### src/rtl/wallace_cpa_seq.sv
// Sequential carry-propagate adder closing the Wallace tree: resolves ps + (pc<<1) CHUNK bits per cycle.
// Define WALLACE_CPA_OVF_EN to add the carry_out port and the pc MSB capture flop.
module wallace_cpa_seq #(
  parameter int N     = 64,
  parameter int CHUNK = 16
) (
  input  logic         clk,
  input  logic         rst_n,
  input  logic         in_valid,
  output logic         in_ready,
  input  logic [N-1:0] ps,
  input  logic [N-1:0] pc,
  output logic         out_valid,
  input  logic         out_ready,
  output logic [N-1:0] result
`ifdef WALLACE_CPA_OVF_EN
  ,
  output logic         carry_out
`endif
);

  localparam int NCH  = N / CHUNK;
  localparam int IDXW = (NCH > 1) ? $clog2(NCH) : 1;

  generate
    if ((N % CHUNK) != 0) begin : g_cfg_err
      $error("wallace_cpa_seq: N must be a multiple of CHUNK");
    end
  endgenerate

  typedef enum logic [1:0] {
    S_IDLE,
    S_ADD,
    S_DONE
  } state_t;

  state_t            state_q, state_d;
  logic [N-1:0]      x_q, x_d;
  logic [N-1:0]      y_q, y_d;
  logic [N-1:0]      result_q, result_d;
  logic [IDXW-1:0]   idx_q, idx_d;
  logic              carry_q, carry_d;
  logic [CHUNK:0]    sum;
  int                lo;

`ifdef WALLACE_CPA_OVF_EN
  logic              pcmsb_q, pcmsb_d;
`endif

  always_ff @(posedge clk or negedge rst_n) begin
    if (!rst_n) begin
      state_q  <= S_IDLE;
      x_q      <= '0;
      y_q      <= '0;
      result_q <= '0;
      idx_q    <= '0;
      carry_q  <= 1'b0;
`ifdef WALLACE_CPA_OVF_EN
      pcmsb_q  <= 1'b0;
`endif
    end else begin
      state_q  <= state_d;
      x_q      <= x_d;
      y_q      <= y_d;
      result_q <= result_d;
      idx_q    <= idx_d;
      carry_q  <= carry_d;
`ifdef WALLACE_CPA_OVF_EN
      pcmsb_q  <= pcmsb_d;
`endif
    end
  end

  always_comb begin
    state_d  = state_q;
    x_d      = x_q;
    y_d      = y_q;
    result_d = result_q;
    idx_d    = idx_q;
    carry_d  = carry_q;
`ifdef WALLACE_CPA_OVF_EN
    pcmsb_d  = pcmsb_q;
`endif
    lo  = int'(idx_q) * CHUNK;
    sum = {1'b0, x_q[lo +: CHUNK]} + {1'b0, y_q[lo +: CHUNK]} + {{CHUNK{1'b0}}, carry_q};

    case (state_q)
      S_IDLE: begin
        if (in_valid) begin
          // pc bit i weighs 2^(i+1); its MSB drops out of the N-bit sum
          x_d     = ps;
          y_d     = pc << 1;
          carry_d = 1'b0;
          idx_d   = '0;
`ifdef WALLACE_CPA_OVF_EN
          pcmsb_d = pc[N-1];
`endif
          state_d = S_ADD;
        end
      end
      S_ADD: begin
        result_d[lo +: CHUNK] = sum[CHUNK-1:0];
        carry_d               = sum[CHUNK];
        if (idx_q == IDXW'(NCH - 1)) begin
          idx_d   = '0;
          state_d = S_DONE;
        end else begin
          idx_d = idx_q + IDXW'(1);
        end
      end
      S_DONE: begin
        if (out_ready) state_d = S_IDLE;
      end
      default: state_d = S_IDLE;
    endcase
  end

  assign in_ready  = (state_q == S_IDLE);
  assign out_valid = (state_q == S_DONE);
  assign result    = result_q;

`ifdef WALLACE_CPA_OVF_EN
  assign carry_out = (state_q == S_DONE) & (carry_q | pcmsb_q);
`endif

endmodule

### config.mk
export PLATFORM = sky130hd
export DESIGN_NAME = wallace_cpa_seq
export DESIGN_NICKNAME = d
export VERILOG_FILES = /design/src/rtl/wallace_cpa_seq.sv
export SDC_FILE = /design/constraint.sdc
export NUM_CORES = 1
export LEC_CHECK = 0
export BUFFER_PORTS_ARGS = -buffer_cell sky130_fd_sc_hd__buf_2
export CAP_MARGIN = 10
export CORE_ASPECT_RATIO = 0.9
export CORE_MARGIN = 3
export CORE_UTILIZATION = 55
export CTS_CLUSTER_DIAMETER = 100
export CTS_CLUSTER_SIZE = 30
export DETAILED_ROUTE_END_ITERATION = 12
export PLACE_DENSITY = 0.81
export SLEW_MARGIN = 20
export SYNTH_ARGS = -nofsm -noshare
export SYNTH_HDL_FRONTEND = slang
export SYNTH_SLANG_ARGS = --single-unit
### constraint.sdc
create_clock -name clk -period 8.1 [get_ports clk]
set_input_delay 2.025 -clock clk [delete_from_list [all_inputs] [get_ports clk]]
set_output_delay 2.025 -clock clk [all_outputs]
set_load 0.01 [all_outputs]
# ---- Word-level counts from Yosys, hierarchy flattened
# Index checks and enable logic that the tools add are counted.
dict set report word_totals {
  ff_bits 196
  input_bits 132
  out_inout_bits 66
  wordCells 35
}
dict set report classes {
  addsub 4
  eq_ne 6
  shifts 4
  n_mux 10
  reduce_logical 5
}
# cell count
set op_table {}
lappend op_table {{64-bit by 7-bit indexed part select with 16-bit output} 2}
lappend op_table {{64-bit bitwise mux} 1}
lappend op_table {{16-bit by 33-bit variable shift with 64-bit output, first input constant} 1}
lappend op_table {{16-bit by 33-bit indexed part select with 64-bit output} 1}
lappend op_table {{6-bit negator with 33-bit output} 1}
lappend op_table {{16-bit by 16-bit adder with 17-bit output} 1}
lappend op_table {{17-bit by 1-bit adder with 17-bit output} 1}
lappend op_table {{2-bit 2-to-1 mux} 5}
lappend op_table {{2-bit one-hot mux with 3 select lines} 1}
lappend op_table {{2-bit equality test, second input constant} 2}
lappend op_table {{2-bit != test, second input constant} 2}
lappend op_table {{2-bit one-hot mux with 2 select lines} 1}
lappend op_table {{2-bit AND reduction} 2}
lappend op_table {{3-bit AND reduction} 1}
lappend op_table {{2-bit by 1-bit adder with 2-bit output, second input constant} 1}
lappend op_table {{2-bit by 1-bit equality test with 1-bit output, second input constant} 1}
lappend op_table {{2-bit zero test} 1}
lappend op_table {{2-bit by 1-bit != test with 1-bit output, second input constant} 1}
lappend op_table {{1-bit one-hot mux with 2 select lines} 1}
lappend op_table {{2-bit nonzero test} 1}
lappend op_table {{1-bit 2-to-1 mux} 1}

# ---- Depth between registers and ports, before layout
dict set report depth {
  ltp_word 5
  mapped_depth 12
  mapped_depth_nobuf 11
}

# ---- Worst setup path after synthesis
# Ideal clock, no wire load.
dict set report synth_path {
  kind {flip-flop to flip-flop}
  startpoint {register idx_q[0]}
  endpoint {register result_q[14], in the netlist result[14]}
  setup_time_ns 0.129
  t_arrival_ns 3.585
  path_slack_ns 4.386
  stages_incl_launch_ff 12
  n_path_buf 2
  period_less_slack_ns 3.714
  cell_sequence {dfrtp_1 > buf_2 > buf_2 > mux4_2 > fa_1 > fa_1 > a21o_1 > a221oi_2 > o21bai_1 > a221o_1 > xnor2_2 > o21ai_0}
}
dict set report synth_via {
  elab_chain_len 5
  word_cells_on_any_way 8
}
# element line_no
set synth_rtl {}
lappend synth_rtl {{start: declaration} 41} ;# logic [IDXW-1:0] idx_q, idx_d;
lappend synth_rtl {{start signal: assignment} 66} ;# idx_q <= idx_d;
lappend synth_rtl {{64-bit by 7-bit indexed part select with 16-bit output} 85} ;# sum = {1'b0, x_q[lo +: CHUNK]} + {1'b0, y_q[lo +: CHUNK]} + {{CHUNK{1'b0}}, carry_q};
lappend synth_rtl {{16-bit by 16-bit adder with 17-bit output} 85}
lappend synth_rtl {{17-bit by 1-bit adder with 17-bit output} 85}
lappend synth_rtl {{16-bit by 33-bit indexed part select with 64-bit output} 102} ;# result_d[lo +: CHUNK] = sum[CHUNK-1:0];
lappend synth_rtl {{64-bit bitwise mux (*)} 102}
lappend synth_rtl {{end signal: assignment} 65} ;# result_q <= result_d;
lappend synth_rtl {{end: declaration} 40} ;# logic [N-1:0] result_q, result_d;
# Every way passes the cells marked *; elsewhere a longest branch is shown, timed or not.
# A chain may end at the register's enable or synchronous reset.

# ---- Final worst setup path
dict set report layout_path {
  startpoint {register idx_q[0]}
  endpoint {register result_q[46], in the netlist result[46]}
}
# Same word-level chain as after synthesis.

==> run_results.csv <==
group,metric,value,unit
clock_tree,holdBufCountCts,0,
layout,syn_to_final_growth,19.6,%
clock_tree,cts_buffers,17,
clock_tree,cts_tree,"built",
place,io_buffers,196,
run,drv_cap,0,
yosys,synth-simple-area-share,0.198,
layout,nFillCells,1182,
power,pwr-share-clk,0.168,
drt,viasPerCell,5.56,
sta,clock_skew,10.8,ps
drt,first_pass_iters,5,
setup_path,worstPathRequired,8400,ps
layout,design_area,10500,µm²
power,p_seq_frac,0.326,
global_routing,grt_pass1_wl,35.2,mm
power,finalPower,5240,µW
sta,hold_viol_final,0,
drt,ant_nets,0,
global_routing,grt_overflow_total,0,
yosys,synth_edf_count,0,
setup_path,cp_data_arrival_time,4490,ps
yosys,syn-num-nets,1029,
yosys,synth-warning-count,0,
global_routing,grt_use_met1,0.365,
worst_hold_path,hold_class,"register to register",
layout,layout_commonest_cell,"nand2_1",
global_routing,grt_max_degree,116,
yosys,synth_compound_area_frac,0.0939,
layout,antennaDiodeCount,0,
yosys,async_flop_share,1.00,
yosys,seq_area_frac_synth,0.558,
yosys,synth_adder_area_share,0.0344,
drt,vias,7002,
global_routing,grt_most_used_layer,"met2",
power,combPwrFrac,0.506,
global_routing,met2_usage,0.386,
sta,max_freq,239,MHz
drt,drt-initial-drc-count,566,
power,switching_power,2290,µW
yosys,synthMuxAreaShare,0.0805,
clock_tree,post-cts-setup-buffers,0,
drt,wl_per_cell,17.3,µm
clock_tree,htree_levels,4,
yosys,synth_cell_types,45,
power,ir_drop,323,µV
die,initial_utilization,0.566,
sta,rsz0062_at_grt,"no",
sta,period_share,0.517,
die,row_count,43,
sta,finalSetupViolCount,0,
die,fp.dieArea,17500,µm²
die,dieWidth,139,µm
drt,routed_wl,21.7,mm
clock_tree,cts-root-buf,"clkbuf_16",
global_routing,grt_usage,0.251,
layout,multiInputGateArea,3710,µm²
sta,slew_viol_final,0,
sta,worst_slew_pin_slew,920,ps
global_routing,grt_pass1_vias,6961,
yosys,synth-seq-cells,196,
die,pin_count,198,
yosys,avgSynthCellArea,10.1,µm²
setup_path,setup.worst_path.class,"register to register",
power,intPower,2950,µW
clock_tree,post_cts_resized,0,
place,gp_congestion,0.874,
clock_tree,insertion_delay,430,ps
yosys,synthXorXnorAreaFrac,0.0118,
setup_path,cp-start-kind,"register",
global_routing,antenna_found_initial,0,
yosys,synthCells,874,
power,sw_frac_of_total,0.437,
clock_tree,cts.clk_slew.worst_paths,70,ps
sta,min_period,4190,ps
setup_path,crit_path_end_kind,"register",
clock_tree,numClockSinks,196,
power,leakage,0.00569,µW
drt,drc,0,
run_status,status,"complete, no violations",
global_routing,grt_util_met3,0.0497,
sta,fin_tns_setup,0,ps
layout,layout_common_cells,"nand2_1 (415), buf_2 (195), dfrtp_1 (194)",
yosys,synth_flop_cell,"dfrtp_1",
clock_tree,cts_buffer_depth,2,
die,die_height,126,µm
layout,fin_nets,1200,
die,coreArea,15500,µm²
place,dpl_cell_area,9900,µm²
place,dp_hpwl,15.1,mm
setup_path,worstPathMaxFanout,32,
sta,max_slew_margin,0.387,
layout,drive_gt1_frac,0.257,
yosys,synth_top_family_by_area,"simple AND/OR/NAND/NOR gates",
yosys,syn_area,8790,µm²
power,power_density,498,nW/µm²
layout,seqCellArea,4910,µm²
## power groups by stage
stage          clock network [µW]  logic, µW  registers (µW)
6_report                      879       2650            1710
3_3_place_gp                    0       2550            1700
5_1_grt                       926       2940            1760
3_5_place_dp                    0       2610            1710
4_1_cts                       885       2640            1700
2_1_floorplan                   0       1840            1680
## worst paths after layout
check / from / endpoint / slack, ps / cells after the start
setup / recovery: idx_q[0] / result[46] / 3910 / 10
min in group asynchronous: rst_n / x_q[51] / 1690 / 1
setup reg to reg: idx_q[0] / result[46] / 3910 / 10
max in group asynchronous: rst_n / idx_q[1] / 5130 / 2
hold reg to reg: y_q[21] / y_q[21] / 470 / 2
hold / removal: y_q[21] / y_q[21] / 470 / 2
## cell type report
| class | count | area share |
|---|---|---|
| clock buffers | 18 | 0.0417 |
| repair buffers | 201 | 0.0980 |
| clock inverters | 14 | 0.0165 |
| flip-flops and latches | 196 | 0.466 |
| inverters | 3 | 0.00107 |
| multi-input cells | 626 | 0.352 |
| well taps | 202 | 0.0240 |
## metrics by stage
step / hold WS [ps] / std cells / worst slack, ps / utilization
2_1_floorplan: 440 / 874 / 4390 / -
3_3_place_gp: 453 / 1228 / 3890 / 0.636
3_5_place_dp: 457 / 1228 / 3890 / 0.636
4_1_cts: 474 / 1260 / 3860 / 0.676
5_1_grt: 490 / 1260 / 3590 / 0.677
6_report: 473 / 1260 / 3910 / 0.677
## critical path: stages (launching register included)
cell and delay, ps:
dfrtp_2 550, buf_4 560, mux4_2 610, fa_1 460
fa_1 420, a21o_1 200, a221oi_2 400, o21bai_1 150
a221o_1 370, xnor2_2 220, o21ai_0 120
## synth_stat cells (2+ instances only)
master / number / area share
nand3_1: 8 / 0.0046
a31oi_1: 2 / 0.0014
nor2b_1: 2 / 0.0014
o21bai_1: 3 / 0.0026
clkbuf_1: 37 / 0.016
xor2_1: 5 / 0.0050
o21ai_1: 2 / 0.0011
and3_1: 2 / 0.0014
a211oi_1: 2 / 0.0017
and2_1: 2 / 0.0014
dfrtp_1: 196 / 0.56
o21ai_0: 20 / 0.011
a22o_1: 49 / 0.049
mux4_2: 31 / 0.079
a21o_1: 7 / 0.0060
nor2_1: 7 / 0.0030
xnor2_1: 5 / 0.0050
o31ai_1: 2 / 0.0017
buf_1: 2 / 0.00085
nor3_1: 4 / 0.0023
inv_1: 3 / 0.0013
nand2_1: 416 / 0.18
ha_1: 21 / 0.030
clkbuf_2: 2 / 0.0011
o211ai_1: 4 / 0.0034
buf_2: 8 / 0.0046
a21oi_1: 12 / 0.0068
fa_1: 2 / 0.0046
nand4_1: 2 / 0.0014
## logic make-up after synthesis
kind of cell,count (synthesis)
AO/OA/AOI/OAI,111
XOR/XNOR,11
adder cells (fa/ha/maj),23
buffers and inverters,52
flip-flops,196
multiplexers,32
AND/OR/NAND/NOR,449
## routing by layer
| metal | wire length, µm | share of wire | vias to the layer above |
|---|---|---|---|
| met5 | 0 | 0 | - |
| met3 | 1700 | 0.078 | 35 |
| li1 | - | - | 3271 |
| met2 | 9990 | 0.46 | 314 |
| met4 | 511 | 0.023 | 0 |
| met1 | 9550 | 0.44 | 3382 |
## flip-flops by register name (all words and copies together) (netlist names)
name and count:
state_q 2, y_q 63, idx_q 2, result 64
x_q 64, carry_q 1
(Power assumes the default switching activity.)
